File: src/rtl/gs232c_fetch_window_ctrl.sv
// gs232c_fetch_window_ctrl
//
// Purpose:
//   This is the fetch-window sequencer between the I-cache return path and
//   decode/issue. It holds one 2^N-word fetch line and walks a word pointer
//   across it. Each cycle it presents up to K consecutive words and advances
//   by the number of words the consumer takes.
//   The datapath is gs232c_sel_k_words_n_m, used in non-circular mode and
//   defined first in this file.
//
// Optional feature:
//   GS232C_FWC_PREFETCH_EN adds a one-entry next-line register, so that
//   back-to-back lines stream without a bubble. When the macro is undefined,
//   the block has a single line buffer.
//
// Ports:
//   clock       sole clock, rising edge
//   reset       asynchronous, active-high reset
//   flush       discards the current line and any buffered next line (redirect)
//   line_valid  a fetch line is offered
//   line_ready  the controller accepts a line this cycle
//   line_data   fetch line; word j is at [j*W +: W]
//   line_start  index of the first useful word of the offered line
//   out_valid   out_words/out_count are meaningful
//   out_count   number of valid words in out_words (0 when idle)
//   out_words   window; word 0 is at [W-1:0], words past out_count are zero
//   out_take    words consumed this cycle (sampled only when out_valid)
//   proto_err   sticky: out_take exceeded out_count; cleared only by reset

// Selects k consecutive w-bit words starting at word 'start' of a 2^n-word line.
module gs232c_sel_k_words_n_m #(
  parameter int unsigned n        = 4,
  parameter int unsigned k        = 4,
  parameter int unsigned w        = 32,
  parameter bit          circular = 1'b0
) (
  input  logic [(w<<n)-1:0] line,
  input  logic [n-1:0]      start,
  output logic [w*k-1:0]    words
);

  localparam int unsigned NW = 1 << n;
  localparam int unsigned SW = n + 1;

  logic [w-1:0] lw [NW];
  logic [SW-1:0] sum;

  for (genvar j = 0; j < int'(NW); j++) begin : g_split
    assign lw[j] = line[j*w +: w];
  end

  // sum[n] marks a word past the line end: zero it, or wrap it when circular.
  always_comb begin
    words = '0;
    sum   = '0;
    for (int i = 0; i < int'(k); i++) begin
      sum = {1'b0, start} + SW'(i);
      if (!sum[n] || circular) begin
        words[i*w +: w] = lw[sum[n-1:0]];
      end
    end
  end

endmodule

module gs232c_fetch_window_ctrl #(
  parameter  int unsigned N  = 4,
  parameter  int unsigned K  = 4,
  parameter  int unsigned W  = 32,
  localparam int unsigned CW = $clog2(K + 1)
) (
  input  logic              clock,
  input  logic              reset,
  input  logic              flush,
  input  logic              line_valid,
  output logic              line_ready,
  input  logic [(W<<N)-1:0] line_data,
  input  logic [N-1:0]      line_start,
  output logic              out_valid,
  output logic [CW-1:0]     out_count,
  output logic [W*K-1:0]    out_words,
  input  logic [CW-1:0]     out_take,
  output logic              proto_err
);

  localparam int unsigned WORDS = 1 << N;
  localparam int unsigned PW    = N + 1;
  localparam int unsigned LW    = W << N;

  typedef enum logic {
    EMPTY = 1'b0,
    DRAIN = 1'b1
  } state_t;

  state_t         state;
  logic [PW-1:0]  ptr;
  logic [LW-1:0]  line_q;

  logic [PW-1:0]  remaining;
  logic [CW-1:0]  avail;
  logic [CW-1:0]  eff;
  logic [PW-1:0]  ptr_sum;
  logic           take_over;
  logic           line_done;
  logic           load;
  logic           load_cur;
  logic [W*K-1:0] sel_words;

`ifdef GS232C_FWC_PREFETCH_EN
  logic           next_valid;
  logic [LW-1:0]  next_data;
  logic [N-1:0]   next_start;
  logic           load_next;
  logic           promote;
`endif

  gs232c_sel_k_words_n_m #(
    .n        (N),
    .k        (K),
    .w        (W),
    .circular (1'b0)
  ) u_sel (
    .line  (line_q),
    .start (ptr[N-1:0]),
    .words (sel_words)
  );

  // Window view, take accounting and line hand-off decisions.
  always_comb begin
    remaining = PW'(WORDS) - ptr;
    avail     = (remaining < PW'(K)) ? CW'(remaining) : CW'(K);
    out_valid = (state == DRAIN);
    out_count = out_valid ? avail : '0;
    out_words = out_valid ? sel_words : '0;
    // Overdraw is clamped to what is on offer and flagged.
    take_over = out_valid && (out_take > avail);
    eff       = !out_valid ? '0 : (take_over ? avail : out_take);
    ptr_sum   = ptr + PW'(eff);
    line_done = out_valid && (ptr_sum == PW'(WORDS));
`ifdef GS232C_FWC_PREFETCH_EN
    line_ready = !reset && !flush && !next_valid;
    load       = line_valid && line_ready;
    promote    = !flush && line_done && next_valid;
    // A line that arrives as the current one finishes bypasses the next-line slot.
    load_cur   = load && ((state == EMPTY) || line_done);
    load_next  = load && (state == DRAIN) && !line_done;
`else
    line_ready = !reset && !flush && (state == EMPTY);
    load       = line_valid && line_ready;
    load_cur   = load;
`endif
  end

  // Sequencer state, pointer and sticky protocol flag.
  always_ff @(posedge clock or posedge reset) begin
    if (reset) begin
      state     <= EMPTY;
      ptr       <= '0;
      proto_err <= 1'b0;
`ifdef GS232C_FWC_PREFETCH_EN
      next_valid <= 1'b0;
`endif
    end else if (flush) begin
      state <= EMPTY;
      ptr   <= '0;
`ifdef GS232C_FWC_PREFETCH_EN
      next_valid <= 1'b0;
`endif
    end else begin
      if (take_over) begin
        proto_err <= 1'b1;
      end
      if (load_cur) begin
        state <= DRAIN;
        ptr   <= {1'b0, line_start};
`ifdef GS232C_FWC_PREFETCH_EN
      end else if (promote) begin
        state <= DRAIN;
        ptr   <= {1'b0, next_start};
`endif
      end else if (line_done) begin
        state <= EMPTY;
        ptr   <= '0;
      end else begin
        ptr <= ptr_sum;
      end
`ifdef GS232C_FWC_PREFETCH_EN
      if (load_next) begin
        next_valid <= 1'b1;
      end else if (promote) begin
        next_valid <= 1'b0;
      end
`endif
    end
  end

  // Line storage carries no reset; the state register qualifies it.
  always_ff @(posedge clock) begin
    if (load_cur) begin
      line_q <= line_data;
`ifdef GS232C_FWC_PREFETCH_EN
    end else if (promote) begin
      line_q <= next_data;
`endif
    end
`ifdef GS232C_FWC_PREFETCH_EN
    if (load_next) begin
      next_data  <= line_data;
      next_start <= line_start;
    end
`endif
  end

endmodule

File: config.mk
export PLATFORM = sky130hd
export DESIGN_NAME = gs232c_fetch_window_ctrl
export DESIGN_NICKNAME = d
export VERILOG_FILES = /design/src/rtl/gs232c_fetch_window_ctrl.sv
export SDC_FILE = /design/constraint.sdc
export NUM_CORES = 1
export LEC_CHECK = 0
export CAP_MARGIN = 0
export CORE_MARGIN = 2
export CORE_UTILIZATION = 25
export CTS_CLUSTER_SIZE = 16
export DETAILED_ROUTE_END_ITERATION = 8
export GPL_TIMING_DRIVEN = 1
export PLACE_DENSITY = 0.45
export SYNTH_ARGS = -nofsm -noshare
export SYNTH_HDL_FRONTEND = slang
export SYNTH_SLANG_ARGS = --single-unit
File: constraint.sdc
create_clock -name clock -period 24.8 [get_ports clock]
set_input_delay 2.48 -clock clock [delete_from_list [all_inputs] [get_ports clock]]
set_output_delay 2.48 -clock clock [all_outputs]
set_load 0.01 [all_outputs]
==> flow_summary.json <==
{
  "status": "finished, final reports clean",
  "comb_power_share_pct": 19.9,
  "rows": 127,
  "rrSetupSlack_ns": 19.21,
  "grt_start_max_net_pins": 175,
  "wire_per_inst_um": 30.2,
  "netSwitchingFraction_pct": 26.1,
  "routed_via_density": 5.25,
  "max_clock_freq_ghz": 0.116,
  "die_h_um": 353,
  "io_pins": 657,
  "required_ns": 22.32,
  "r2r-end": "out_valid$_DFFE_PP0P_",
  "die_w_um": 353,
  "synth-edff-count": 512,
  "use_met2_pct": 32.6,
  "port_buffers": 656,
  "maxSlewViolCount": 0,
  "root_buffer": "clkbuf_16",
  "synth_top_area_share_pct": 50.6,
  "hold-worst-slack_ns": 0.454,
  "place_ws_ns": 16.84,
  "rsz0062_at_grt": "false",
  "crit-reg2reg-launch": "ptr[0]$_DFF_PP0_",
  "grt_use_total_pct": 19.2,
  "skew_ns": 0.0217,
  "hold_path_class": "reg -> reg",
  "route.detailed.drc": 0,
  "async_flop_share_pct": 1.35,
  "ys_seq_area_share_pct": 51.1,
  "total_power_uw": 2620,
  "drt-initial-drc-count": 1834,
  "cts_htree_levels": 3,
  "antenna_found_initial": 29,
  "ctsHoldBuffers": 0,
  "grt-ovfl-total": 0,
  "vias": 21200,
  "post-cts-setup-buffers": 0,
  "drv_cap": 0,
  "clkLatencyLatePin_ns": 0.68,
  "setup_viol": 0,
  "crit_fanout": 65,
  "power.share.clock_pct": 41.1,
  "power.leakage_uw": 0.0124,
  "cts.reportedPaths.clkPinSlew_ns": 0.06,
  "worstMarginPinSlew_ns": 1.19,
  "post-route-period-util_pct": 34.6,
  "p_seq_share_pct": 39.0,
  "numClockSinks": 519,
  "cts_resized": 0,
  "powerDensity_mw_per_mm2": 63.9,
  "syn_avg_cell_area_um2": 17.4,
  "setup_ws_ns": 16.21,
  "start_kind": "flip-flop",
  "synth_area_mm2": 0.0304,
  "endpoint_kind": "output port",
  "synthFlopType": "edfxtp_1",
  "crit_type": "reg -> out",
  "ys_ff_latch": 519,
  "ys_types": 51,
  "synth_area_leader_cell": "edfxtp_1",
  "gp_congestion": 0.836,
  "grt_pass1_vias": 22600,
  "final_cell_mix": "656 x clkdlybuf4s50_1, 512 x edfxtp_1, 374 x mux4_2, 334 x mux2i_1, 97 x o22ai_1",
  "r2r_cells": 18,
  "worstHoldStart": "proto_err$_DFFE_PP0P_",
  "arrival_ns": 6.11,
  "hpwlAfterDp_um": 83800,
  "tns_ns": 0,
  "core_mm2": 0.120,
  "met1_usage_pct": 23.8,
  "wl_um": 122000,
  "holdPathEnd": "proto_err$_DFFE_PP0P_",
  "ys_warn_count": 0,
  "drtPass1Iterations": 6,
  "intPower_uw": 1940,
  "fin_nets": 2885,
  "grt_pass1_wl_um": 171000,
  "dieArea_mm2": 0.124,
  "synthCells": 1748,
  "grtUsageMet3_pct": 4.93,
  "hold_depth": 1,
  "numCtsBuffers": 70,
  "cts_tree": "done",
  "synthesis.nets": 2283,
  "postRouteAntennaNets": 0,
  "hold_viol": 0,
  "max-slew-margin-rel_pct": 20.4,
  "initial_core_util_pct": 25.3,
  "synthToLayoutAreaGrowth_pct": 35.1,
  "nFillCells": 11600,
  "drive_gt1_share_pct": 22.7,
  "p_switching_uw": 686,
  "busiest_layer": "met2",
  "synth_area_leaders": "edfxtp_1 51%, mux4_2 28%, mux2i_1 11%, o22ai_1 2.0%, buf_2 1.3%",
  "vdd_drop_max_v": 0.0000562,
  "fin_crit_ns": 8.59,
  "cts_max_path_buffers": 3,
  "final_common_cell": "clkdlybuf4s50_1"
}
-- worst max-delay path by stage --
stage | start | endpoint | slack, ns | cells after the start
after CTS | ptr[0]$_DFF_PP0_ | out_words[72] | 16.07 | 8
after global placement | ptr[0]$_DFF_PP0_ | out_words[72] | 16.92 | 8
final | ptr[0]$_DFF_PP0_ | out_words[72] | 16.21 | 8
after detailed placement | ptr[0]$_DFF_PP0_ | out_words[72] | 16.84 | 8
after global routing | ptr[0]$_DFF_PP0_ | out_words[72] | 15.79 | 8
after floorplan | flush | ptr[4]$_DFF_PP0_ | 10.79 | 5
-- power groups by stage --
stage	sequential, uW	clock (uW)	combinational, uW
after detailed placement	1040	0	529
after global routing	1030	1140	557
after global placement	1040	0	526
after floorplan	1040	0	308
after CTS	1020	1110	532
final	1020	1080	523
-- layer usage --
layer,vias to the layer above,wire [um]
met5,-,162
met4,24,3530
met3,187,8690
met2,969,60900
met1,11200,48400
li1,8804,-
-- registers in the layout, summed over array words and instances, names as in the netlist --
| name | flops |
|---|---|
| line_q | 512 |
| out_valid | 1 |
| proto_err | 1 |
| ptr | 5 |
-- cells by family (layout without fill, tap and decap cells) --
family,count (synthesis),in the layout,synth area share [%]
flip-flops,519,519,51.1
AND/OR/NAND/NOR,119,119,1.78
other,0,10,0
AO/OA/AOI/OAI,206,206,4.66
XOR/XNOR,11,11,0.403
adder cells (fa/ha/maj),12,12,0.518
multiplexers,709,709,38.7
buffers and inverters,172,832,2.76
-- area by class of cell --
class / instances / area (um^2) / share of cell area [%]
Multi-Input combinational cell: 1057 / 14100 / 34.4
Tap cell: 1612 / 2020 / 4.91
Inverter: 10 / 50.0 / 0.122
Clock inverter: 45 / 556 / 1.35
Clock buffer: 85 / 1870 / 4.56
Antenna cell: 10 / 25.0 / 0.0609
Sequential cell: 519 / 15600 / 37.9
Timing Repair Buffer: 692 / 6860 / 16.7
-- cells in the mapped netlist, types with 2 or more instances --
| library cell | count |
|---|---|
| inv_1 | 8 |
| a21boi_0 | 6 |
| nand2b_1 | 18 |
| o221ai_1 | 8 |
| xnor2_1 | 5 |
| ha_1 | 11 |
| a211oi_1 | 2 |
| a21bo_2 | 2 |
| and2_1 | 2 |
| mux4_2 | 374 |
| nand3_1 | 3 |
| buf_6 | 3 |
| edfxtp_1 | 512 |
| buf_1 | 9 |
| buf_2 | 77 |
| a31o_2 | 2 |
| a21o_1 | 5 |
| o21a_1 | 3 |
| and3_1 | 6 |
| nor3_1 | 5 |
| a31oi_1 | 2 |
| nand2_1 | 59 |
| xor2_1 | 4 |
| a21oi_1 | 16 |
| nor2b_1 | 3 |
| a22oi_1 | 19 |
| o32ai_1 | 6 |
| o22ai_1 | 97 |
| o21ai_0 | 9 |
| clkbuf_1 | 53 |
| a32oi_1 | 18 |
| buf_4 | 20 |
| mux2i_1 | 334 |
| dfrtp_1 | 7 |
| nor2_1 | 19 |
| a41oi_1 | 6 |
-- stage by stage --
step,area (um^2),util [%],std cells
after floorplan,30400,-,1748
after global placement,38600,32.1,3890
after detailed placement,38600,32.1,3890
after CTS,41100,34.1,4020
after global routing,41100,34.2,4028
final,41100,34.2,4030
-- worst max-delay path, stage by stage, from the launching register on --
cell,delay (ns)
dfrtp_4,0.87
buf_4,0.93
buf_4,0.88
buf_4,0.83
mux2i_1,0.21
a21boi_0,0.28
o21ai_0,0.15
a41oi_1,0.42
clkdlybuf4s50_1,0.66
Power figures use the tool's default switching activity.
